File: src/rtl/store_buffer_if.sv
// Backing data-memory port: async read path plus valid/ready write path.
// Latency: none, signal bundle only.
// Backpressure: mem_wready from the memory side holds the write presented by the master.
interface store_buffer_if;
  logic [31:0] mem_raddr;
  logic [31:0] mem_rdata;
  logic        mem_wvalid;
  logic [31:0] mem_waddr;
  logic [31:0] mem_wdata;
  logic        mem_wready;

  modport master (
    output mem_raddr,
    input  mem_rdata,
    output mem_wvalid,
    output mem_waddr,
    output mem_wdata,
    input  mem_wready
  );

  modport slave (
    input  mem_raddr,
    output mem_rdata,
    input  mem_wvalid,
    input  mem_waddr,
    input  mem_wdata,
    output mem_wready
  );
endinterface

File: src/rtl/store_buffer.sv
// Store FIFO between the core data port and a slow memory, with youngest-match load forwarding.
// Latency: push to mem_wvalid 1 cycle; ReadData combinational.
// Backpressure: Stall = MemWrite & full (independent of mem_wready); head held until mem_wready.
module store_buffer #(
  parameter int DEPTH = 4,
  parameter int PTRW  = 2
) (
  input  logic           clk,
  input  logic           reset,
  input  logic           MemWrite,
  input  logic [31:0]    ALUResult,
  input  logic [31:0]    WriteData,
  output logic [31:0]    ReadData,
  output logic           Stall,
  output logic           Empty,
  output logic [PTRW:0]  Count,
  store_buffer_if.master mem
);

  logic [31:0]      ent_addr [DEPTH];
  logic [31:0]      ent_data [DEPTH];
  logic [DEPTH-1:0] ent_vld;
  logic [PTRW-1:0]  head;
  logic [PTRW-1:0]  tail;
  logic [PTRW-1:0]  idx;
  logic [PTRW:0]    count_q;
  logic             full;
  logic             push;
  logic             pop;

  assign full  = (count_q == (PTRW+1)'(DEPTH));
  assign Empty = (count_q == '0);
  assign Count = count_q;
  assign Stall = MemWrite & full;
  assign push  = MemWrite & ~full;
  assign pop   = ~Empty & mem.mem_wready;

  assign mem.mem_raddr  = ALUResult;
  assign mem.mem_wvalid = ~Empty;
  assign mem.mem_waddr  = ent_addr[head];
  assign mem.mem_wdata  = ent_data[head];

  // Pointers, occupancy and valid bits; push and pop never target the same slot.
  always_ff @(posedge clk or negedge reset) begin
    if (!reset) begin
      head    <= '0;
      tail    <= '0;
      count_q <= '0;
      ent_vld <= '0;
    end else begin
      if (pop) begin
        head          <= head + 1'b1;
        ent_vld[head] <= 1'b0;
      end
      if (push) begin
        tail          <= tail + 1'b1;
        ent_vld[tail] <= 1'b1;
      end
      case ({push, pop})
        2'b10:   count_q <= count_q + 1'b1;
        2'b01:   count_q <= count_q - 1'b1;
        default: count_q <= count_q;
      endcase
    end
  end

  // Entry payload capture; storage is deliberately left unreset.
  always_ff @(posedge clk) begin
    if (push) begin
      ent_addr[tail] <= ALUResult;
      ent_data[tail] <= WriteData;
    end
  end

  // Forwarding: walk oldest to youngest from head so the youngest match wins.
  always_comb begin
    ReadData = mem.mem_rdata;
    idx      = head;
    for (int i = 0; i < DEPTH; i++) begin
      idx = head + PTRW'(i);
      if (ent_vld[idx] && (ent_addr[idx][31:2] == ALUResult[31:2])) begin
        ReadData = ent_data[idx];
      end
    end
  end

endmodule

File: src/flat_wrapper.sv
// flat-port wrapper written by rule: the top's interface ports become plain ports
module store_buffer_flat 
#(
  parameter int DEPTH = 4,
  parameter int PTRW  = 2
)
  (clk, reset, MemWrite, ALUResult, WriteData, ReadData, Stall, Empty, Count, mem_mem_raddr, mem_mem_rdata, mem_mem_wvalid, mem_mem_waddr, mem_mem_wdata, mem_mem_wready);
  store_buffer_if mem_i ();
  input  logic clk;
  input  logic reset;
  input  logic MemWrite;
  input  logic [31:0] ALUResult;
  input  logic [31:0] WriteData;
  output logic [31:0] ReadData;
  output logic Stall;
  output logic Empty;
  output logic [PTRW:0] Count;
  output wire logic [$bits(mem_i.mem_raddr)-1:0] mem_mem_raddr;
  input wire logic [$bits(mem_i.mem_rdata)-1:0] mem_mem_rdata;
  output wire logic [$bits(mem_i.mem_wvalid)-1:0] mem_mem_wvalid;
  output wire logic [$bits(mem_i.mem_waddr)-1:0] mem_mem_waddr;
  output wire logic [$bits(mem_i.mem_wdata)-1:0] mem_mem_wdata;
  input wire logic [$bits(mem_i.mem_wready)-1:0] mem_mem_wready;
  assign mem_mem_raddr = mem_i.mem_raddr;
  assign mem_i.mem_rdata = mem_mem_rdata;
  assign mem_mem_wvalid = mem_i.mem_wvalid;
  assign mem_mem_waddr = mem_i.mem_waddr;
  assign mem_mem_wdata = mem_i.mem_wdata;
  assign mem_i.mem_wready = mem_mem_wready;
  store_buffer #(.DEPTH(DEPTH), .PTRW(PTRW)) u_core (.clk(clk), .reset(reset), .MemWrite(MemWrite), .ALUResult(ALUResult), .WriteData(WriteData), .ReadData(ReadData), .Stall(Stall), .Empty(Empty), .Count(Count), .mem(mem_i));
endmodule
File: config.mk
export PLATFORM = sky130hd
export DESIGN_NAME = store_buffer_flat
export DESIGN_NICKNAME = d
export VERILOG_FILES = /design/src/rtl/store_buffer_if.sv /design/src/rtl/store_buffer.sv /design/src/flat_wrapper.sv
export SDC_FILE = /design/constraint.sdc
export NUM_CORES = 1
export LEC_CHECK = 0
export CAP_MARGIN = 20
export CORE_ASPECT_RATIO = 0.5
export CORE_MARGIN = 2
export CORE_UTILIZATION = 57
export DETAILED_ROUTE_END_ITERATION = 8
export PLACE_DENSITY = 0.81
export SLEW_MARGIN = 20
export SYNTH_ARGS = -nofsm -noshare
export SYNTH_HDL_FRONTEND = slang
export SYNTH_SLANG_ARGS = --single-unit
export TNS_END_PERCENT = 10
File: constraint.sdc
create_clock -name clk -period 6.7 [get_ports clk]
set_input_delay 0.67 -clock clk [delete_from_list [all_inputs] [get_ports clk]]
set_output_delay 0.67 -clock clk [all_outputs]
set_load 0.02 [all_outputs]
* After elaboration in Yosys (flattened, before gate mapping)
Memory sizes are Yosys's and may differ from the RTL's.
Cells that the tools add are included.
** Storage, ports and cells
- Output and inout port bits :: 134
- Input port bits :: 100
- Bits in registers :: 11
- Word-level logic and storage cells :: 63
- Memories :: 2
- Memory bits (writable) :: 256
** Memories
- u_core.ent_addr :: depth 4, bits a word 32, read ports 4, clocked after memory_dff 0, write ports 1, RTL line store_buffer.sv:20 : logic [31:0] ent_addr [DEPTH];
- u_core.ent_data :: depth 4, bits a word 32, read ports 4, clocked after memory_dff 0, write ports 1, RTL line store_buffer.sv:21 : logic [31:0] ent_data [DEPTH];
** Cells by class
- Reductions and logical operators :: 8
- Order comparisons :: 7
- Bitwise logic cells :: 8
- Add/subtract/negate cells :: 6
- Multiplexer cells :: 21
- Eq/ne operators :: 7
** Operators by type and width (count)
- $mux 32 :: 4
- $eq 30x30->1 :: 4
- $lt 2x3->1 const B :: 5
- $bmux 1 s2 :: 4
- $mux 1 :: 8
- $mux 4 :: 2
- $logic_and 1x1->1 :: 6
- $pmux 3 s2 :: 1
- $add 2x1->2 const B :: 2
- $add 2x2->2 const B :: 2
- $and 4x4->4 :: 1
- $demux 1 s2 :: 2
- $ge 2x1->1 const B :: 2
- $not 4->4 :: 1
- $or 4x4->4 :: 1
- $add 3x1->3 const B :: 1
- $and 1x1->1 :: 3
- $eq 3x3->1 const B :: 1
- $logic_not 3->1 :: 1
- $sub 3x1->3 const B :: 1
- $eq 2x1->1 const B :: 1
- $eq 2x2->1 const B :: 1
- $not 1->1 :: 2
- $reduce_bool 2->1 :: 1

* Logic depth before layout (Yosys ltp)
Gate-level depths: netlist (run 1).
- Depth in word-level cells :: 9
- Gate-level depth with buffers :: 23
- Depth with buffers taken out :: 10

* Least setup slack after synthesis (run 1)
Ideal clock, no wire load.
- Kind :: reg-to-output
- From :: register u_core.head[1]
- To :: output ReadData[0]
- Data required time :: 6.030 ns
- Arrival :: 4.346 ns
- Buffers on the path :: 11
- Stages on the path, launching flop included :: 21
- Path slack :: 1.684 ns
- Cell sequence :: dfrtp_1 -> buf_6 -> buf_8 -> buf_6 -> buf_6 -> buf_8 -> buf_12 -> buf_6 -> inv_1 -> ha_1 -> buf_4 -> buf_2 -> buf_2 -> mux4_2 -> xnor2_1 -> nand4_1 -> nor4_1 -> nand4_1 -> and2_4 -> buf_2 -> a21boi_1
** On the way
- Word-level cells in the longest chain between the ends :: 7
- Elaborated cells between the ends (all ways) :: 25
- Classes of those cells :: 3 x add/sub; 4 x eq/ne; 12 x mux; 4 x reduce/logical; 2 x memory
** Ends and longest elaborated chain
- start, declared :: RTL line store_buffer.sv:23 : logic [PTRW-1:0] head;
- start signal, assigned :: RTL line store_buffer.sv:52 : head <= head + 1'b1;
- $add 2x1->2, or another cell as far along :: RTL line store_buffer.sv:80 : idx = head + PTRW'(i);
- $mem_v2 4x32, or another cell as far along
- $eq 30x30->1, or another cell as far along :: RTL line store_buffer.sv:81 : if (ent_vld[idx] && (ent_addr[idx][31:2] == ALUResult[31:2])) begin
- $logic_and 1x1->1 / $mux 32 (equally long branches) :: RTL line store_buffer.sv:81
- $mux 32 (2 in series) :: RTL line store_buffer.sv:81
- $mux 32 * :: RTL line store_buffer.sv:81
- end, declared :: RTL line flat_wrapper.sv:14 : output logic [31:0] ReadData;
Every way passes the cells marked *; elsewhere a longest branch is shown, timed or not. The select of a mux whose other input is x is not followed.

* Worst setup path in the final report (run 1)
- From :: register u_core.head[1]
- To :: output ReadData[31]
The elaborated chain is that of the path after synthesis.

==> flow_metrics.py, run 1 <==
metrics = {
    "pwr": {
        "internal_power_mw": 6.15,
        "switchingPower_mw": 4.24,
        "power_frac_seq": 0.242,
        "p_leak_nw": 7.31,
        "ir_drop_uv": 318,
        "power_frac_comb": 0.616,
        "pwr-share-clk": 0.142,
        "switching_share": 0.408,
        "power_density_mw_per_mm2": 471,
    },
    "worst_setup_path": {
        "crit_path_max_incr_delay_ps": 740,
        "worstSetupPathType": "register to output port",
        "crit_fanout": 160,
        "cp.required_ps": 6030,
        "crit_slowest_cell": "or4_1",
        "path_cells": "buf_12 -> mux2i_1 -> o2bb2ai_1 -> a2111oi_0 -> o221ai_1 -> or4_1 -> a2bb2oi_4 -> buf_4 -> and2_4 -> a21boi_0 -> clkdlybuf4s50_1",
        "startpoint_type": "register",
        "critical_path.endpoint_type": "output port",
        "arrival_ps": 5510,
    },
    "clock_tree": {
        "ctsResizeCount": 0,
        "cts_max_path_buffers": 3,
        "cts_buffers": 26,
        "cts.sinks": 267,
        "clock_latency_ps": 560,
        "clk_pin_slew_ps": 70,
        "postCtsSetupBuffers": 0,
        "cts_tree": "yes",
        "cts-htree-levels": 1,
        "cts_hold_buf": 0,
        "cts-root-buf": "clkbuf_16",
    },
    "detailed_routing": {
        "avgViaCountPerCell": 7.15,
        "dr.pass1.iters": 5,
        "routed_wl_mm": 53.9,
        "vias": 13600,
        "drc": 0,
        "wire_per_inst_um": 28.5,
        "ant_nets": 0,
        "drt_iter0_drc": 1706,
    },
    "yosys": {
        "synth_cell_types": 65,
        "yosys_warnings": 0,
        "synth_area_per_cell_um2": 14.5,
        "synth_nets": 1419,
        "async_reset_ff_frac": 0.0412,
        "synthCells": 1309,
        "syn_area_mm2": 0.0190,
        "synthFlopType": "edfxtp_1",
        "ys_ff_latch": 267,
        "seq_area_frac_synth": 0.418,
        "synth_edf_count": 256,
    },
    "place": {
        "port_buffers": 233,
        "placed_cells": 1850,
        "hpwl_mm": 35.3,
        "finalWeightedCongestion": 0.961,
        "place_ws_ps": 1180,
    },
    "floorplan": {
        "num_rows": 47,
        "ios": 234,
        "dieWidth_um": 262,
        "die_y_um": 133,
        "die_area_mm2": 0.0350,
        "core_mm2": 0.0330,
        "start_util": 0.577,
    },
    "global_routing": {
        "grt_max_degree": 161,
        "grt.overflow.total": 0,
        "antenna_found_initial": 2,
        "track_usage": 0.306,
        "grt_pass1_vias": 13300,
        "grt_pass1_wl_mm": 82.4,
    },
    "timing": {
        "setup_violations": 0,
        "slew_headroom": 0.307,
        "fmax_mhz": 162,
        "period_minus_slack_ps": 6180,
        "fin_skew_ps": 16.6,
        "period_share": 0.923,
        "hold_violations": 0,
        "final.setup.tns_ps": 0,
        "worst_slack_ps": 518,
        "rsz0062_at_grt": "no",
        "tightest_slew_ps": 1040,
        "whs_ps": 459,
        "slew_violations": 0,
    },
    "layout": {
        "final_common_cell": "edfxtp_1",
        "layout_common_cells": "edfxtp_1, clkdlybuf4s50_1, mux4_2",
        "drive_gt1_frac": 0.231,
        "fin_util": 0.669,
        "fillers": 2252,
        "synthToLayoutAreaGrowth_pct": 15.9,
        "fin_nets": 1547,
        "fin_cells": 1895,
    },
    "hold_path": {
        "hp-class": "input port to async pin",
    },
    "flow_run": {
        "cap_violations": 0,
    },
    "outcome": {
        "status": "finished, final reports clean",
    },
}
-- per-stage QoR --
| stage | power [mW] | area, um^2 |
|---|---|---|
| after floorplan | 7.18 | 19000 |
| after detailed placement | 8.88 | 21200 |
| after CTS | 10.4 | 22100 |
| after global placement | 8.73 | 21200 |
| final | 10.4 | 22100 |
| after global routing | 10.8 | 22100 |
-- logic make-up (layout without fill, tap and decap cells) --
family,count (synthesis),in the layout,synth area share
adder cells (fa/ha/maj),10,10,0.00697
AO/OA/AOI/OAI,197,197,0.0844
other,0,1,0
AND/OR/NAND/NOR,196,196,0.0586
buffers and inverters,187,331,0.0601
flip-flops,267,267,0.418
XOR/XNOR,93,93,0.0428
multiplexers,359,359,0.329
-- layer usage --
layer	global-route usage	wire length, um
met1	0.427	21200
met2	0.521	27200
met3	0.0423	4330
met4	0.0693	1120
met5	0	13
-- final timing paths --
| path | slack, ps | from | end | cells past startpoint |
|---|---|---|---|---|
| max in group asynchronous | 5830 | reset | u_core.head[1] | 1 |
| worst max register to register | 3960 | u_core.Count[0] | u_core.ent_addr[3][19] | 4 |
| worst min-delay path | 460 | reset | u_core.ent_vld[2] | 1 |
| worst min register to register | 550 | u_core.Count[2] | u_core.Count[2] | 1 |
| worst max-delay path | 520 | u_core.head[1] | ReadData[31] | 11 |
| min in group clk | 550 | u_core.Count[2] | u_core.Count[2] | 1 |
-- cells in the mapped netlist, drive strengths merged (3+ instances only) --
| cell | n | area [um^2] |
|---|---|---|
| a2111oi | 7 | 73.8 |
| a211oi | 6 | 45.0 |
| a21boi | 33 | 248 |
| a21o | 5 | 37.5 |
| a21oi | 11 | 55.1 |
| a221oi | 3 | 26.3 |
| a22oi | 35 | 413 |
| a2bb2oi | 7 | 67.6 |
| and2 | 6 | 40.0 |
| and3 | 4 | 25.0 |
| buf | 116 | 877 |
| clkbuf | 47 | 176 |
| dfrtp | 11 | 275 |
| edfxtp | 256 | 7690 |
| ha | 9 | 113 |
| inv | 24 | 90.1 |
| mux2 | 4 | 45.0 |
| mux2i | 143 | 1440 |
| mux4 | 212 | 4770 |
| nand2 | 20 | 75.1 |
| nand2b | 3 | 18.8 |
| nand3 | 39 | 195 |
| nand4 | 17 | 121 |
| nor2 | 52 | 195 |
| nor3 | 6 | 30.0 |
| nor4 | 8 | 108 |
| o2111ai | 4 | 35.0 |
| o211ai | 6 | 45.0 |
| o21ai | 11 | 55.1 |
| o221ai | 4 | 35.0 |
| o22ai | 42 | 263 |
| o2bb2ai | 8 | 70.1 |
| or3 | 3 | 18.8 |
| or4 | 35 | 263 |
| xnor2 | 73 | 639 |
| xor2 | 20 | 175 |
-- power by group through the flow --
stage / Clock, mW / Sequential (mW) / Combinational [mW]
3_5_place_dp: 0 / 2.53 / 6.35
4_1_cts: 1.48 / 2.50 / 6.39
5_1_grt: 1.55 / 2.55 / 6.73
2_1_floorplan: 0 / 2.45 / 4.73
6_report: 1.47 / 2.52 / 6.40
3_3_place_gp: 0 / 2.49 / 6.24
-- state kept, by name (all words and copies together), names as in the netlist --
name,cells
u_core.ent_addr,128
u_core.ent_data,128
u_core.Count,3
u_core.ent_vld,4
u_core.tail,2
u_core.head,2
-- critical path, delay by kind of cell, from the launching register on --
kind                   cells  cell delay (ps)
and+or+nand+nor            2             1070
buffers and inverters      3             1690
DFF                        1              420
AOI/OAI and AO/OA          5             1230
muxes                      1              350
-- layout make-up --
cell class / count / area, um^2 / area share
diodes: 1 / 2.50 / 0.000113
clock buffers: 30 / 666 / 0.0302
clock inverters: 14 / 159 / 0.00720
inverters: 24 / 90.1 / 0.00408
multi-input cells: 855 / 9970 / 0.452
flip-flops and latches: 267 / 7970 / 0.361
well taps: 441 / 552 / 0.0250
repair buffers: 263 / 2650 / 0.120
(Power assumes the default switching activity.)
==> run 2, diff against run 1 <==
--- a/config.mk
+++ b/config.mk
@@ -6,7 +6,7 @@
 export NUM_CORES = 1
 export LEC_CHECK = 0
 export CAP_MARGIN = 20
-export CORE_ASPECT_RATIO = 0.5
+export CORE_ASPECT_RATIO = 0.6
 export CORE_MARGIN = 2
 export CORE_UTILIZATION = 57
 export DETAILED_ROUTE_END_ITERATION = 8
==> flow_metrics.py, run 2 (synthesized netlist as in run 1, its figures left out) <==
metrics = {
    "worst_setup_path": {
        "cp.required_ps": 6030,
        "crit_fanout": 52,
        "endpoint": "ReadData[30]",
        "worstReg2RegStart": "u_core.Count[0]",
        "startpoint": "u_core.head[1]",
        "ff2ff_setup_slack_ps": 3950,
        "worstSetupPathType": "register to output port",
        "critical_path.endpoint_type": "output port",
        "r2r_cells": 4,
        "arrival_ps": 5550,
        "r2r-end": "u_core.ent_data[3][11]",
        "startpoint_type": "register",
    },
    "detailed_routing": {
        "wl_met3_mm": 8.08,
        "ant_nets": 0,
        "drt_iter0_drc": 1828,
        "drc": 0,
        "avgViaCountPerCell": 7.12,
        "drt-met1-wl_mm": 22.7,
        "dr.pass1.iters": 5,
        "highest_layer": "met5",
        "vias": 13700,
        "wire_per_inst_um": 29.3,
        "wl_met2_mm": 24.1,
        "routed_wl_mm": 56.4,
    },
    "clock_tree": {
        "cts_buffers": 27,
        "cts_tree": "yes",
        "cts_hold_buf": 0,
        "clock_latency_ps": 560,
        "cts_max_path_buffers": 3,
        "postCtsSetupBuffers": 0,
        "cts.sinks": 267,
        "ctsResizeCount": 0,
        "clk_pin_slew_ps": 80,
        "cts-htree-levels": 1,
        "cts-root-buf": "clkbuf_16",
    },
    "timing": {
        "slew_headroom": 0.413,
        "rsz0062_at_grt": "no",
        "setup_violations": 0,
        "period_minus_slack_ps": 6220,
        "fmax_mhz": 161,
        "fin_skew_ps": 12.8,
        "final.setup.tns_ps": 0,
        "tightest_slew_ps": 880,
        "slew_violations": 0,
        "period_share": 0.928,
        "hold_violations": 0,
    },
    "place": {
        "finalWeightedCongestion": 1.02,
        "placed_cells": 1872,
        "port_buffers": 233,
        "hpwl_mm": 39.0,
    },
    "pwr": {
        "power.total_mw": 10.6,
        "p_leak_nw": 7.40,
        "ir_drop_uv": 333,
        "power_density_mw_per_mm2": 477,
    },
    "global_routing": {
        "grt_pass1_vias": 13100,
        "grt_pass1_wl_mm": 83.8,
        "grt.overflow.total": 0,
        "grt_max_degree": 77,
        "antenna_found_initial": 3,
        "track_usage": 0.323,
    },
    "floorplan": {
        "die_y_um": 146,
        "die_area_mm2": 0.0349,
        "start_util": 0.583,
        "dieWidth_um": 240,
        "core_mm2": 0.0327,
        "ios": 234,
        "num_rows": 51,
    },
    "layout": {
        "synthToLayoutAreaGrowth_pct": 16.6,
        "fin_cells": 1925,
        "top_regs": "u_core.ent_addr: 128 flops, u_core.ent_data: 128 flops, u_core.ent_vld: 4 flops",
        "layout_common_cells": "edfxtp_1, clkdlybuf4s50_1, mux4_2",
        "fillers": 2298,
        "drive_gt1_frac": 0.239,
        "ff_latch_area_mm2": 0.00797,
        "multi_input_area_mm2": 0.00997,
        "fin_nets": 1561,
        "final_common_cell": "edfxtp_1",
    },
    "outcome": {
        "status": "finished, final reports clean",
    },
    "flow_run": {
        "cap_violations": 0,
    },
    "hold_path": {
        "hp-class": "input port to async pin",
    },
}
-- run 2: changes by cell type in the layout (fill, tap and decap cells not counted), sizes merged --
| cell | previous run | this run |
|---|---|---|
| bufinv | 3 | 4 |
| diode | 1 | 4 |
| inv | 24 | 27 |
| buf | 30 | 43 |
| clkinv | 9 | 10 |
-- run 2: area by class of cell --
| class | instances | share of cell area |
|---|---|---|
| diodes | 4 | 0.000451 |
| flip-flops and latches | 267 | 0.359 |
| clock inverters | 19 | 0.00941 |
| multi-input cells | 855 | 0.449 |
| clock buffers | 30 | 0.0309 |
| repair buffers | 276 | 0.122 |
| inverters | 24 | 0.00406 |
| well taps | 450 | 0.0254 |
-- run 2: worst min path at each step --
stage                          from           endpoint  slack (ps)  cells after the start
global placement    u_core.Count[2]    u_core.Count[2]         520                      1
floorplan                     reset    u_core.Count[0]         370                      0
CTS                           reset  u_core.ent_vld[3]         480                      1
global route                  reset  u_core.ent_vld[3]         500                      1
detailed placement  u_core.Count[2]    u_core.Count[2]         510                      1
finish                        reset  u_core.ent_vld[3]         470                      1
-- run 2: metrics by stage --
step / util / hold WS (ps) / setup slack (ps) / cell area [um^2]
final: 0.680 / 472 / 483 / 22200
after CTS: 0.679 / 481 / 516 / 22200
after global placement: 0.652 / 516 / 1130 / 21300
after global routing: 0.679 / 503 / 203 / 22200
after floorplan: - / 374 / 1680 / 19000
after detailed placement: 0.652 / 514 / 1120 / 21300
-- run 2: worst max-delay path, stage by stage (launching register included) --
cell	delay [ps]
dfrtp_4	530
buf_4	650
mux2i_1	470
o2bb2ai_1	240
a2111oi_0	460
o221ai_1	210
or4_1	680
a2bb2oi_4	220
buf_4	240
a22oi_2	170
a21boi_1	360
clkdlybuf4s50_1	680
-- run 2: per-layer routing --
metal,vias up,global-route usage
met1,6982,0.488
met3,91,0.122
met5,-,0.0165
met2,969,0.438
met4,2,0.0826
li1,5670,-
-- run 2: power by group --
| part | internal, mW | switching, mW | total (mW) |
|---|---|---|---|
| clock network | 0.896 | 0.663 | 1.56 |
| logic | 3.09 | 3.37 | 6.46 |
| registers | 2.23 | 0.328 | 2.56 |
| total | 6.22 | 4.36 | 10.6 |
==> run 3, diff against run 2 <==
--- a/config.mk
+++ b/config.mk
@@ -8,9 +8,12 @@
 export CAP_MARGIN = 20
 export CORE_ASPECT_RATIO = 0.6
 export CORE_MARGIN = 2
-export CORE_UTILIZATION = 57
+export CORE_UTILIZATION = 60
 export DETAILED_ROUTE_END_ITERATION = 8
-export PLACE_DENSITY = 0.81
+export DONT_BUFFER_PORTS = 1
+export GPL_ROUTABILITY_DRIVEN = 0
+export PLACE_DENSITY = 0.76
+export SETUP_SLACK_MARGIN = 0.5
 export SLEW_MARGIN = 20
 export SYNTH_ARGS = -nofsm -noshare
 export SYNTH_HDL_FRONTEND = slang
==> flow_metrics.py, run 3 (synthesized netlist as in run 1, its figures left out) <==
metrics = {
    "timing": {
        "period_minus_slack_ps": 6060,
        "fin_skew_ps": 17.3,
        "setup_violations": 0,
        "final.setup.tns_ps": 0,
        "slew_violations": 0,
        "fmax_mhz": 165,
        "period_share": 0.904,
        "hold_violations": 0,
        "slew_headroom": 0.336,
        "rsz0062_at_grt": "yes",
        "tightest_slew_ps": 996,
    },
    "pwr": {
        "power_density_mw_per_mm2": 499,
        "power.total_mw": 10.0,
        "ir_drop_uv": 316,
        "p_leak_nw": 6.66,
    },
    "floorplan": {
        "die_area_mm2": 0.0332,
        "num_rows": 50,
        "start_util": 0.610,
        "core_mm2": 0.0312,
        "dieWidth_um": 234,
        "die_y_um": 142,
        "ios": 234,
    },
    "detailed_routing": {
        "routed_wl_mm": 54.5,
        "avgViaCountPerCell": 7.76,
        "ant_nets": 0,
        "drc": 0,
        "wire_per_inst_um": 32.4,
        "drt_iter0_drc": 1734,
        "vias": 13000,
        "dr.pass1.iters": 7,
    },
    "layout": {
        "fin_cells": 1681,
        "final_common_cell": "edfxtp_1",
        "top_regs": "u_core.ent_addr: 128 flops, u_core.ent_data: 128 flops, u_core.ent_vld: 4 flops",
        "layout_common_cells": "edfxtp_1, mux4_2, mux2i_1",
        "diodes": 0,
        "synthToLayoutAreaGrowth_pct": 5.57,
        "drive_gt1_frac": 0.298,
        "fin_nets": 1356,
    },
    "worst_setup_path": {
        "arrival_ps": 5390,
        "cp.required_ps": 6030,
        "r2r_cells": 4,
        "worstReg2RegStart": "u_core.Count[0]",
        "crit_fanout": 50,
        "r2r-end": "u_core.ent_data[2][9]",
        "critical_path.endpoint_type": "output port",
        "startpoint": "u_core.head[1]",
        "worstSetupPathType": "register to output port",
        "startpoint_type": "register",
        "endpoint": "ReadData[31]",
        "ff2ff_setup_slack_ps": 3910,
    },
    "clock_tree": {
        "cts.sinks": 267,
        "cts_tree": "yes",
        "cts_buffers": 27,
        "clk_pin_slew_ps": 70,
        "cts-root-buf": "clkbuf_16",
        "cts-htree-levels": 1,
        "cts_max_path_buffers": 3,
        "clock_latency_ps": 560,
    },
    "global_routing": {
        "antenna_found_initial": 1,
        "grt_pass1_wl_mm": 78.6,
        "grt.overflow.total": 0,
        "grt_pass1_vias": 12100,
        "track_usage": 0.321,
        "grt_max_degree": 93,
    },
    "outcome": {
        "status": "finished, final reports clean",
    },
    "place": {
        "hpwl_mm": 35.4,
        "port_buffers": 0,
        "placed_cells": 1622,
    },
    "flow_run": {
        "cap_violations": 0,
    },
    "hold_path": {
        "hp-class": "input port to register",
    },
}
==> run 3: changes by cell type in the layout (fill, tap and decap cells not counted), sizes merged <==
cell	change
inv	-2
dlygate4sd3	+1
bufinv	+2
clkbuf	+3
diode	-4
clkdlybuf4s50	-233
buf	+26
nand4	+1
clkinv	-3
clkinvlp	-1
==> run 3: what timing repair did <==
| action | 4_1_cts | 5_1_grt |
|---|---|---|
| gates cloned | 0 | 1 |
| gates resized for setup | 0 | 3 |
| setup buffers | 0 | 9 |
| hold buffers | 1 | 0 |
| endpoints found under the setup margin | 2 | 32 |
| pin swaps | 0 | 2 |
| hold endpoints to repair | 11 | 0 |
==> run 3: power breakdown <==
group	internal, mW	leakage, nW	switching [mW]
Clock	0.971	0.450	0.676
Sequential	2.23	2.47	0.380
Combinational	2.59	3.74	3.19
==> run 3: worst max-delay path, stage by stage, from the launching register on <==
cell       delay [ps]
dfrtp_4           750
buf_4             730
mux2i_1           380
nor2_1             90
a2111oi_0         600
o221ai_1          220
or4_1             690
a2bb2oi_4         220
buf_4             320
and2_4            360
a21boi_0          240
buf_4             180
==> run 3: layout make-up <==
cell class              instances  area, um^2
clock buffers                  33         698
fillers                      2247       11100
clock inverters                15         231
repair buffers                 70         586
inverters                      24        90.1
well taps                     416         520
flip-flops and latches        267        7970
multi-input cells             856       10000
==> run 3: worst min-delay path by stage <==
stage / from / end / cells after the start / slack, ps
CTS: ALUResult[18] / u_core.ent_addr[2][18] / 0 / 170
detailed placement: reset / u_core.tail[1] / 0 / 380
finish: ALUResult[18] / u_core.ent_addr[2][18] / 0 / 190
global placement: reset / u_core.tail[0] / 0 / 380
floorplan: reset / u_core.Count[0] / 0 / 370
global route: WriteData[20] / u_core.ent_data[3][20] / 0 / 170
==> run 3: metrics by stage <==
step / utilization / cell area [um^2] / hold slack [ps] / setup WS, ps
2_1_floorplan: - / 19000 / 374 / 1680
3_3_place_gp: 0.609 / 19000 / 375 / 951
3_5_place_dp: 0.609 / 19000 / 375 / 938
4_1_cts: 0.639 / 20000 / 168 / 303
5_1_grt: 0.644 / 20100 / 175 / 462
6_report: 0.644 / 20100 / 188 / 642
==> run 3: layer usage <==
| metal | up-vias | GRT usage | part of all wire |
|---|---|---|---|
| met4 | 2 | 0.0703 | 0.024 |
| met5 | - | 0 | 0.00024 |
| li1 | 5255 | - | - |
| met2 | 988 | 0.446 | 0.43 |
| met1 | 6683 | 0.467 | 0.38 |
| met3 | 110 | 0.142 | 0.16 |
==> RTL edit (flow settings as in run 1) <==
`DEPTH` is set to 4 in 2 places; all go to 8.
--- a/src/rtl/store_buffer.sv
+++ b/src/rtl/store_buffer.sv
@@ -2,7 +2,7 @@
 // Latency: push to mem_wvalid 1 cycle; ReadData combinational.
 // Backpressure: Stall = MemWrite & full (independent of mem_wready); head held until mem_wready.
 module store_buffer #(
-  parameter int DEPTH = 4,
+  parameter int DEPTH = 8,
   parameter int PTRW  = 2
 ) (
   input  logic           clk,
--- a/src/flat_wrapper.sv
+++ b/src/flat_wrapper.sv
@@ -1,7 +1,7 @@
 // flat-port wrapper written by rule: the top's interface ports become plain ports
 module store_buffer_flat 
 #(
-  parameter int DEPTH = 4,
+  parameter int DEPTH = 8,
   parameter int PTRW  = 2
 )
   (clk, reset, MemWrite, ALUResult, WriteData, ReadData, Stall, Empty, Count, mem_mem_raddr, mem_mem_rdata, mem_mem_wvalid, mem_mem_waddr, mem_mem_wdata, mem_mem_wready);
Formal check against the unedited RTL: not equivalent (Yosys sat finds a counterexample within 4 cycles, from zero or initial values and one cycle with reset low).
==> RTL edit against run 1 <==
Clock power increased by 4%; setup slack lost 93 ps; wire length rose by 13%; final cell count increased by 5.1%; critical endpoint is now ReadData[22]; critical path depth is 2 higher; sequential cell count stayed put; global-route usage up 3.6 points; first-iteration DRC count rose by 7.1%; via count increased by 7.5%; power increased by 4.4%; hold slack got worse by 7.1 ps; area after synthesis is 1.3% higher; final area is 1.6% higher.
==> RTL edit: results (changes against run 1) <==
stage	metric	value	unit	change
run_status	status	complete, no violations		
sta	fin_skew	24.11	ps	+7.495 ps
yosys	yosys-top-cells-area	edfxtp_1 40%, mux4_2 23%, mux2i_1 7.2%		
global_routing	globalRouteTotalUtil	34.20	%	+3.6 points
yosys	synth-async-reset-ratio	4.120	%	unchanged
placement	gp_congestion	0.9930		+3.4%
global_routing	grt_pass1_wl	91.30	mm	+11%
global_routing	antenna_found_initial	0		-2
layout	seq_share	35.57	%	-0.56 points
global_routing	grt_max_degree	147		-8.7%
power_and_ir_drop	total_power	10.85	mW	+4.4%
yosys	syn_inst	1395		+6.6%
yosys	synth_common_cells	256 x edfxtp_1, 199 x mux4_2, 138 x mux2i_1		
power_and_ir_drop	sw_frac_of_total	42.86	%	+2.1 points
drt	via_count	14580		+7.5%
placement	pre_cts_ws	762.6	ps	-421.4 ps
layout	inverters	20		-17%
placement	placed_area	21530	um^2	+1.4%
layout	biggestRegsByFlops	u_core.ent_addr (128), u_core.ent_data (128), u_core.ent_vld (4)		
power_and_ir_drop	pwr_density_cell	484.3	nW/um^2	+2.8%
power_and_ir_drop	pg_clk	1.53	mW	+4%
power_and_ir_drop	ir_drop	0.0003307	V	+4.1%
layout	fin_nets	1642		+6.1%
cts	clk_pin_slew	70	ps	about the same
power_and_ir_drop	combinationalPower	6.81	mW	+6.4%
drt	wl_per_cell	30.51	um	+7.2%
layout	buffers	274		+4.2%
layout	drive_gt1_share	21.86	%	-1.2 points
layout	multi_input_area_share	45.85	%	+0.66 points
yosys	syn_nets	1505		+6.1%
layout	clkCellAreaFrac	3.836	%	+0.099 points
layout	multi_input_gates	944		+10%
layout	diodes	0		-1
placement	placedCellCount	1945		+5.1%
layout	nClkBuffers	33		+10%
placement	dp_hpwl	41.71	mm	+18%
cts	clockBufferDepth	3		unchanged
drt	dr.first_iter.drc_count	1827		+7.1%
layout	buf_share	11.95	%	-0.080 points
yosys	yosysSeqAreaShare	41.28	%	-0.55 points
drt	drt_wl_total	60.77	mm	+13%
global_routing	grt_pass1_vias	14490		+9.1%
sta	slew_headroom	23.83	%	-6.9 points
layout	num-fill-cells	2346		+4.2%
worst_setup_path	arrival	5610	ps	+100 ps
power_and_ir_drop	p_leak	7.402	nW	+1.2%
yosys	synth_cell_types	72		+11%
cts	numCtsBuffers	25		-3.8%
==> RTL edit: cell count changes after synthesis, moves of 17 or more <==
cell      before  now
a22oi_2       30    0
nor3_2         0   30
o22ai_1       42   15
a211oi_1       6   37
nand4_1       16   57
o31ai_1        1   32
nand3_1       39   13
nand2_1       20   39
or4_1         35    5
nor3_1         6   23
==> RTL edit: path summary, 6_finish.rpt <==
path / startpoint / to / slack, ps / cells past startpoint
max reg2reg: u_core.head[1] / u_core.ent_vld[3] / 4170 / 5
min: reset / u_core.ent_vld[3] / 450 / 1
min in group clk: u_core.Count[2] / u_core.Count[2] / 490 / 1
max in group asynchronous: reset / u_core.head[0] / 5860 / 1
min reg2reg: u_core.Count[2] / u_core.Count[2] / 490 / 1
max: u_core.head[1] / ReadData[22] / 420 / 13
==> RTL edit: cells by family (layout without fill, tap and decap cells) <==
| kind of cell | count (synthesis) | after routing | share of synthesized area [%] |
|---|---|---|---|
| DFF | 267 | 267 | 41.28 |
| xor gates and xnor gates | 89 | 89 | 4.041 |
| buffers and inverters | 184 | 340 | 5.766 |
| muxes | 352 | 352 | 31.42 |
| AOI/OAI and AO/OA | 226 | 226 | 8.561 |
| adders and majority gates | 10 | 10 | 0.6875 |
| and+or+nand+nor | 267 | 267 | 8.244 |
==> RTL edit: layer usage <==
layer / up-vias / GRT usage, % / share of wire, %
met5: - / 0 / 0
met1: 7450 / 49.14 / 40
met4: 0 / 8.176 / 2.6
met3: 119 / 5.397 / 9.3
met2: 987 / 55.61 / 48
li1: 6020 / - / -
==> RTL edit: critical path: stages, from the launching register on <==
cell,delay [ps]
dfrtp_4,430
inv_1,120
ha_4,680
buf_4,390
mux4_2,360
xnor2_1,340
nand4_1,130
or4_1,480
nor4b_4,450
buf_4,490
nand4_1,170
o31ai_1,120
a21boi_1,220
clkdlybuf4s50_1,640
